$ cat src/rtl/prop_violation_logger.sv
// Synthesizable checker for the invariant "q != d" on a registered stage.
// Counts violations, keeps a sticky fail state and logs the first events in a small FIFO.
module prop_violation_logger #(
    parameter int WIDTH = 1,
    parameter int CNT_W = 16,
    parameter int TS_W  = 16,
    parameter int DEPTH = 4
) (
    input  logic             mclk,
    input  logic             rst_n,
    input  logic             en,
    input  logic             clr,
    input  logic [WIDTH-1:0] q,
    input  logic [WIDTH-1:0] d,
    output logic             ev_valid,
    input  logic             ev_ready,
    output logic [TS_W-1:0]  ev_ts,
    output logic [WIDTH-1:0] ev_data,
    output logic [CNT_W-1:0] viol_cnt,
    output logic             overflow,
    output logic [1:0]       state
);

    localparam int AW = $clog2(DEPTH);
    localparam logic [AW:0]      PTR_ONE = 1;
    localparam logic [CNT_W-1:0] CNT_ONE = 1;
    localparam logic [TS_W-1:0]  TS_ONE  = 1;

    typedef enum logic [1:0] {
        IDLE   = 2'd0,
        ARMED  = 2'd1,
        FAILED = 2'd2
    } state_t;

    state_t           state_q;
    logic [TS_W-1:0]  ts_q;
    logic [CNT_W-1:0] cnt_q;
    logic             ovf_q;
    logic [AW:0]      wr_q;
    logic [AW:0]      rd_q;
    logic [TS_W-1:0]  mem_ts_q   [DEPTH];
    logic [WIDTH-1:0] mem_data_q [DEPTH];

    logic checked;
    logic viol;
    logic empty;
    logic full;
    logic pop;
    logic push;

    // The enable gate sits first so unknown q/d in unchecked cycles cannot reach any state.
    assign checked = en && (state_q != IDLE);
    assign viol    = checked && (q == d);
    assign empty   = (wr_q == rd_q);
    assign full    = (wr_q[AW] != rd_q[AW]) && (wr_q[AW-1:0] == rd_q[AW-1:0]);
    assign pop     = !empty && ev_ready;
    assign push    = viol && (!full || pop);

    always_ff @(posedge mclk or negedge rst_n) begin
        if (!rst_n) begin
            state_q <= IDLE;
            ts_q    <= '0;
            cnt_q   <= '0;
            ovf_q   <= 1'b0;
            wr_q    <= '0;
            rd_q    <= '0;
        end else if (clr) begin
            state_q <= IDLE;
            ts_q    <= '0;
            cnt_q   <= '0;
            ovf_q   <= 1'b0;
            wr_q    <= '0;
            rd_q    <= '0;
        end else begin
            ts_q <= ts_q + TS_ONE;
            if (viol && (cnt_q != '1)) begin
                cnt_q <= cnt_q + CNT_ONE;
            end
            if (viol && full && !pop) begin
                ovf_q <= 1'b1;
            end
            if (push) begin
                wr_q <= wr_q + PTR_ONE;
            end
            if (pop) begin
                rd_q <= rd_q + PTR_ONE;
            end
            unique case (state_q)
                IDLE:    if (en) state_q <= ARMED;
                ARMED: begin
                    if (viol) begin
                        state_q <= FAILED;
                    end else if (!en) begin
                        state_q <= IDLE;
                    end
                end
                FAILED:  state_q <= FAILED;
                default: state_q <= IDLE;
            endcase
        end
    end

    // Storage is cleared as well so the head outputs read zero after reset or clear.
    always_ff @(posedge mclk or negedge rst_n) begin
        if (!rst_n) begin
            for (int i = 0; i < DEPTH; i++) begin
                mem_ts_q[i]   <= '0;
                mem_data_q[i] <= '0;
            end
        end else if (clr) begin
            for (int i = 0; i < DEPTH; i++) begin
                mem_ts_q[i]   <= '0;
                mem_data_q[i] <= '0;
            end
        end else if (push) begin
            mem_ts_q[wr_q[AW-1:0]]   <= ts_q;
            mem_data_q[wr_q[AW-1:0]] <= q;
        end
    end

    assign ev_valid = !empty;
    assign ev_ts    = mem_ts_q[rd_q[AW-1:0]];
    assign ev_data  = mem_data_q[rd_q[AW-1:0]];
    assign viol_cnt = cnt_q;
    assign overflow = ovf_q;
    assign state    = state_q;

endmodule

$ cat config.mk
export PLATFORM = sky130hd
export DESIGN_NAME = prop_violation_logger
export DESIGN_NICKNAME = d
export VERILOG_FILES = /design/src/rtl/prop_violation_logger.sv
export SDC_FILE = /design/constraint.sdc
export NUM_CORES = 1
export LEC_CHECK = 0
export CAP_MARGIN = 20
export CORE_MARGIN = 1.5
export CORE_UTILIZATION = 30
export CTS_CLUSTER_SIZE = 25
export DETAILED_ROUTE_END_ITERATION = 8
export GPL_TIMING_DRIVEN = 0
export HOLD_SLACK_MARGIN = 0.08
export PLACE_DENSITY = 0.46
export SYNTH_ARGS = -nofsm -noshare
export SYNTH_HDL_FRONTEND = slang
export SYNTH_SLANG_ARGS = --single-unit
$ cat constraint.sdc
create_clock -name mclk -period 5.1 [get_ports mclk]
set_input_delay 1.02 -clock mclk [delete_from_list [all_inputs] [get_ports mclk]]
set_output_delay 1.02 -clock mclk [all_outputs]
set_load 0.05 [all_outputs]
# Yosys cells after proc, flatten, opt, wreduce, memory -nomap -nowiden
# Cells that the tools add are included.
# W data, S select, Z words.
# word_totals
reg_bits,109
latchBits,0
mem_bits_rw,0
mem_bits_ro,0
out_inout_bits,37
word_cells,82
mem_count,0
# classes
addsub,4
multipliers,0
div_mod_pow,0
n_lt_le_gt_ge,3
eq_ne,9
n_shift,0
mux,30
n_bitwise,2
n_reduce_logical,20
# ops
operator,n
$mux W64,2
$mux W16,6
$bwmux W64,1
$add A16 B1 Y16 const B,2
$bmux W16 S2,1
$demux W16 S2,1
$ne A16 B16 Y1 const B,1
$mux W3,4
$reduce_bool A2 Y1,5
$logic_and A1 B1 Y1,9
$mux W2,4
$mux W4,2
$add A3 B1 Y3 const B,2
$ge A3 B3 Y1 const B,2
$not A2 Y3,2
$pmux W2 S3,1
$mux W1,5
$bwmux W4,1
$ne A4 B4 Y1 const B,1
$eq A3 B3 Y1,1
$logic_not A1 Y1,3
$lt A3 B1 Y1 const B,1
$ne A3 B3 Y1 const B,1
$bmux W1 S2,1
9 further kinds,9

# Longest topological paths before layout
# Gate-level depths: netlist (run 1).
# logic_depth
depth_word,8
depth_mapped,8

# Worst setup path after synthesis (run 1)
# Ideal clock, no wire load.
# synth_timing
path_type,reg-to-output
from,register rd_q[0]
to,output port ev_ts[10]
arrival_time_ps,1502
setup_slack_ps,2578
stages_incl_launch_ff,4
path_buffers,2
path_cell_list,dfrtp_1 > buf_6 > buf_2 > mux4_2
# synth_between
elab_chain_cells,4
# synth_lines
item,line,source
from (decl),40,logic [AW:0] rd_q;
from (signal assigned),86,rd_q <= rd_q + PTR_ONE;
$not A2 Y3 (implied by the code),122,assign ev_ts = mem_ts_q[rd_q[AW-1:0]];
$bmux W16 S2,122,
$mux W16 (implied by the code) (2 in a row),122,
to (decl),17,"output logic [TS_W-1:0] ev_ts,"
# Every way passes these cells. The select of a mux whose other input is x is not followed.

# Worst setup path after layout (run 1)
# layout_timing
from,register rd_q[1]
to,output port ev_ts[6]
# The elaborated chain is that of the path after synthesis.

==> impl_metrics.ini, run 1 <==
[run_status]
status = finished, final reports clean

[routing]
ant_nets = 0
vias = 3925
routed_wl_mm = 14.6
drc = 0
viasPerCell = 4.96
drtIter0Drc = 170
drtPass1Iterations = 4
wire_per_inst_um = 18.5

[timing]
rsz0062_at_grt = false
period_minus_slack_ns = 3.79
setup_viol = 0
max_freq_ghz = 0.264
finalCritPeriodShare_pct = 74.2
slew_headroom_pct = 41.9
hold_viol_final = 0
clock_skew_ns = 0.00914
holdWs_ns = 0.505
setup_tns_ns = 0
maxSlewViolCount = 0
worst_slew_pin_slew_ns = 0.864

[placed_design]
gp_congestion = 0.804
portBuffers = 42
hpwl_mm = 9.87
placed_cells = 775

[synth]
synth-main-ff-cell = dfrtp_1
ys_seq_area_share_pct = 47.8
ys_async_sr_fraction_pct = 100
ys_types = 43
synth_area_um2 = 5710
syn-instance-count = 498
ys_ff_latch = 109
avgSynthCellArea_um2 = 11.5
yosys_warnings = 0
synth_fp_nets = 512
synth_edf_count = 0

[clocking]
clock_latency_ns = 0.36
cts_sinks = 109
cts.path.max_buffers = 2
path_clk_slew_ns = 0.07
h-tree-depth = 3
cts_resized = 0
cts_tree = done
cts_hold_buf = 0
cts_root_buf = clkbuf_16
post-cts-setup-buffers = 0
cts_buffers = 9

[final_layout]
layout-drive-gt1-share_pct = 9.87
regArea_um2 = 2730
nets = 566
diodes = 0
final_cell_mix = dfrtp_1, nand2b_1, mux2i_1
layout_commonest_cell = dfrtp_1
multi_input_area_um2 = 2770
fin_cells = 791
nFillCells = 1848
area_growth_pct = 18.3
fin_util_pct = 36.1

[critical_path]
r2r_end = mem_ts_q[46]
critPathMaxFanout = 10
slowest_delay_ns = 0.81
regToRegStartpoint = rd_q[0]
critPathSlowestCell = clkdlybuf4s50_1
cp-start-kind = flip-flop
crit_chain = buf_6, clkbuf_1, mux4_2, clkdlybuf4s50_1
worst_ep_required_time_ns = 4.08
crit_path_end_kind = output pin
worstPathArrival_ns = 2.77
r2r_slack_ns = 2.84
path_class = reg -> out
r2r_cells = 8

[global_route]
antenna_found_initial = 0
gr-total-overflow = 0
grt_max_degree = 80
grt_pass1_wl_mm = 23.4
first_global_vias = 4067
grt.total_usage_pct = 15.6

[pwr]
total_power_mw = 1.73
leakage_nw = 3.05
cellPowerDensity_nw_per_um2 = 256
peakVddDrop_v = 0.000147

[hold_path]
whs_path_depth = 2
hp-class = reg -> reg
hold_end = overflow
hold_start = overflow

[die]
die_y_um = 141
num_io_pins = 44
dieArea_um2 = 19900
rows = 50
dieWidth_um = 141
start_util_pct = 30.5
core_area_um2 = 18700

[flow_run]
maxCapViolCount = 0
Yosys cell counts (all sizes together), types with 2 or more instances:
| library cell | number | area (um^2) |
|---|---|---|
| inv | 8 | 30.0 |
| xnor2 | 7 | 61.3 |
| or3 | 4 | 25.0 |
| ha | 7 | 87.6 |
| nand2b | 86 | 538 |
| o21ai | 8 | 40.0 |
| xor2 | 9 | 93.8 |
| o31ai | 8 | 60.1 |
| nor4b | 2 | 23.8 |
| nor2b | 9 | 56.3 |
| nor3 | 5 | 25.0 |
| a21oi | 16 | 80.1 |
| buf | 14 | 115 |
| and3 | 5 | 36.3 |
| and4 | 2 | 17.5 |
| nor2 | 29 | 109 |
| or4 | 8 | 63.8 |
| nor4 | 8 | 50.1 |
| clkbuf | 17 | 63.8 |
| nand3 | 16 | 80.1 |
| mux4 | 17 | 394 |
| nand4 | 8 | 50.1 |
| nand2 | 12 | 45.0 |
| mux2 | 7 | 82.6 |
| mux2i | 69 | 691 |
| dfrtp | 109 | 2730 |
kinds of logic (layout without fill, tap and decap cells):
family | count (synthesis) | after routing | synth area share (%)
buffers and inverters | 39 | 98 | 3.66
adder cells (fa/ha/maj) | 7 | 7 | 1.53
AND/OR/NAND/NOR | 196 | 196 | 19.9
flip-flops | 109 | 109 | 47.8
AO/OA/AOI/OAI | 38 | 38 | 4.03
XOR/XNOR | 16 | 16 | 2.72
multiplexers | 93 | 93 | 20.4
how the worst max path moves through the flow:
| stage | start | to | slack [ns] | cells after the start |
|---|---|---|---|---|
| after floorplan | rd_q[0] | ev_ts[10] | 2.58 | 3 |
| after global placement | rst_n | viol_cnt[3] | -1.48 | 1 |
| after detailed placement | rd_q[1] | ev_ts[6] | 1.69 | 4 |
| after CTS | rd_q[1] | ev_ts[6] | 1.29 | 4 |
| after global routing | rd_q[1] | ev_ts[6] | 1.20 | 4 |
| final | rd_q[1] | ev_ts[6] | 1.31 | 4 |
final cells by class:
cell class | instances | area share, %
Buffer | 31 | 2.65
Clock buffer | 13 | 3.85
Clock inverter | 3 | 0.648
Inverter | 8 | 0.444
Multi-Input combinational cell | 350 | 41.1
Sequential cell | 109 | 40.4
Tap cell | 234 | 4.33
Timing Repair Buffer | 43 | 6.65
metrics by stage:
step,worst slack [ns],instance area (um^2)
after floorplan,2.58,5710
after global placement,-1.48,6420
after detailed placement,1.69,6450
after CTS,1.29,6760
after global routing,1.20,6760
final,1.31,6760
report_power, final:
group | internal, mW | switching (mW) | total (mW)
logic | 0.0413 | 0.0770 | 0.118
clock network | 0.409 | 0.328 | 0.737
registers | 0.868 | 0.00548 | 0.873
layer usage:
| metal | up-vias | global-route usage [%] | share of wire, % |
|---|---|---|---|
| li1 | 1863 | - | - |
| met1 | 1978 | 21.4 | 48 |
| met3 | 16 | 2.99 | 3.2 |
| met5 | - | 0 | 0 |
| met2 | 68 | 24.9 | 47 |
| met4 | 0 | 5.04 | 1.6 |
critical path: cells and delay by family, from the launching register on:
kind	cells	cell delay (ns)
buf+inv	3	1.65
mux	1	0.38
flops	1	0.37
state kept, by name (all words and copies together) (netlist names):
register    count
ts_q           16
viol_cnt       16
wr_q            3
rd_q            3
mem_data_q      4
mem_ts_q       64
overflow        1
state           2
No activity file was read; power rests on OpenSTA's default activity.
==> run 2: changes to the inputs <==
clock period = 3.8 ns   (was 5.1 ns; I/O delays follow)
==> results of run 2 <==
Same layout as run 1 (identical final DEF). Status: finished, final reports clean.
Main changes from that run: setup slack after placement 1.69 ns -> 0.652 ns; setup slack after layout 1.31 ns -> 0.275 ns; hold slack 0.505 ns -> 0.283 ns; register-to-register setup slack 2.84 ns -> 1.54 ns; total power 1.73 mW -> 2.32 mW; worst IR drop on VDD 0.000147 V -> 0.000197 V
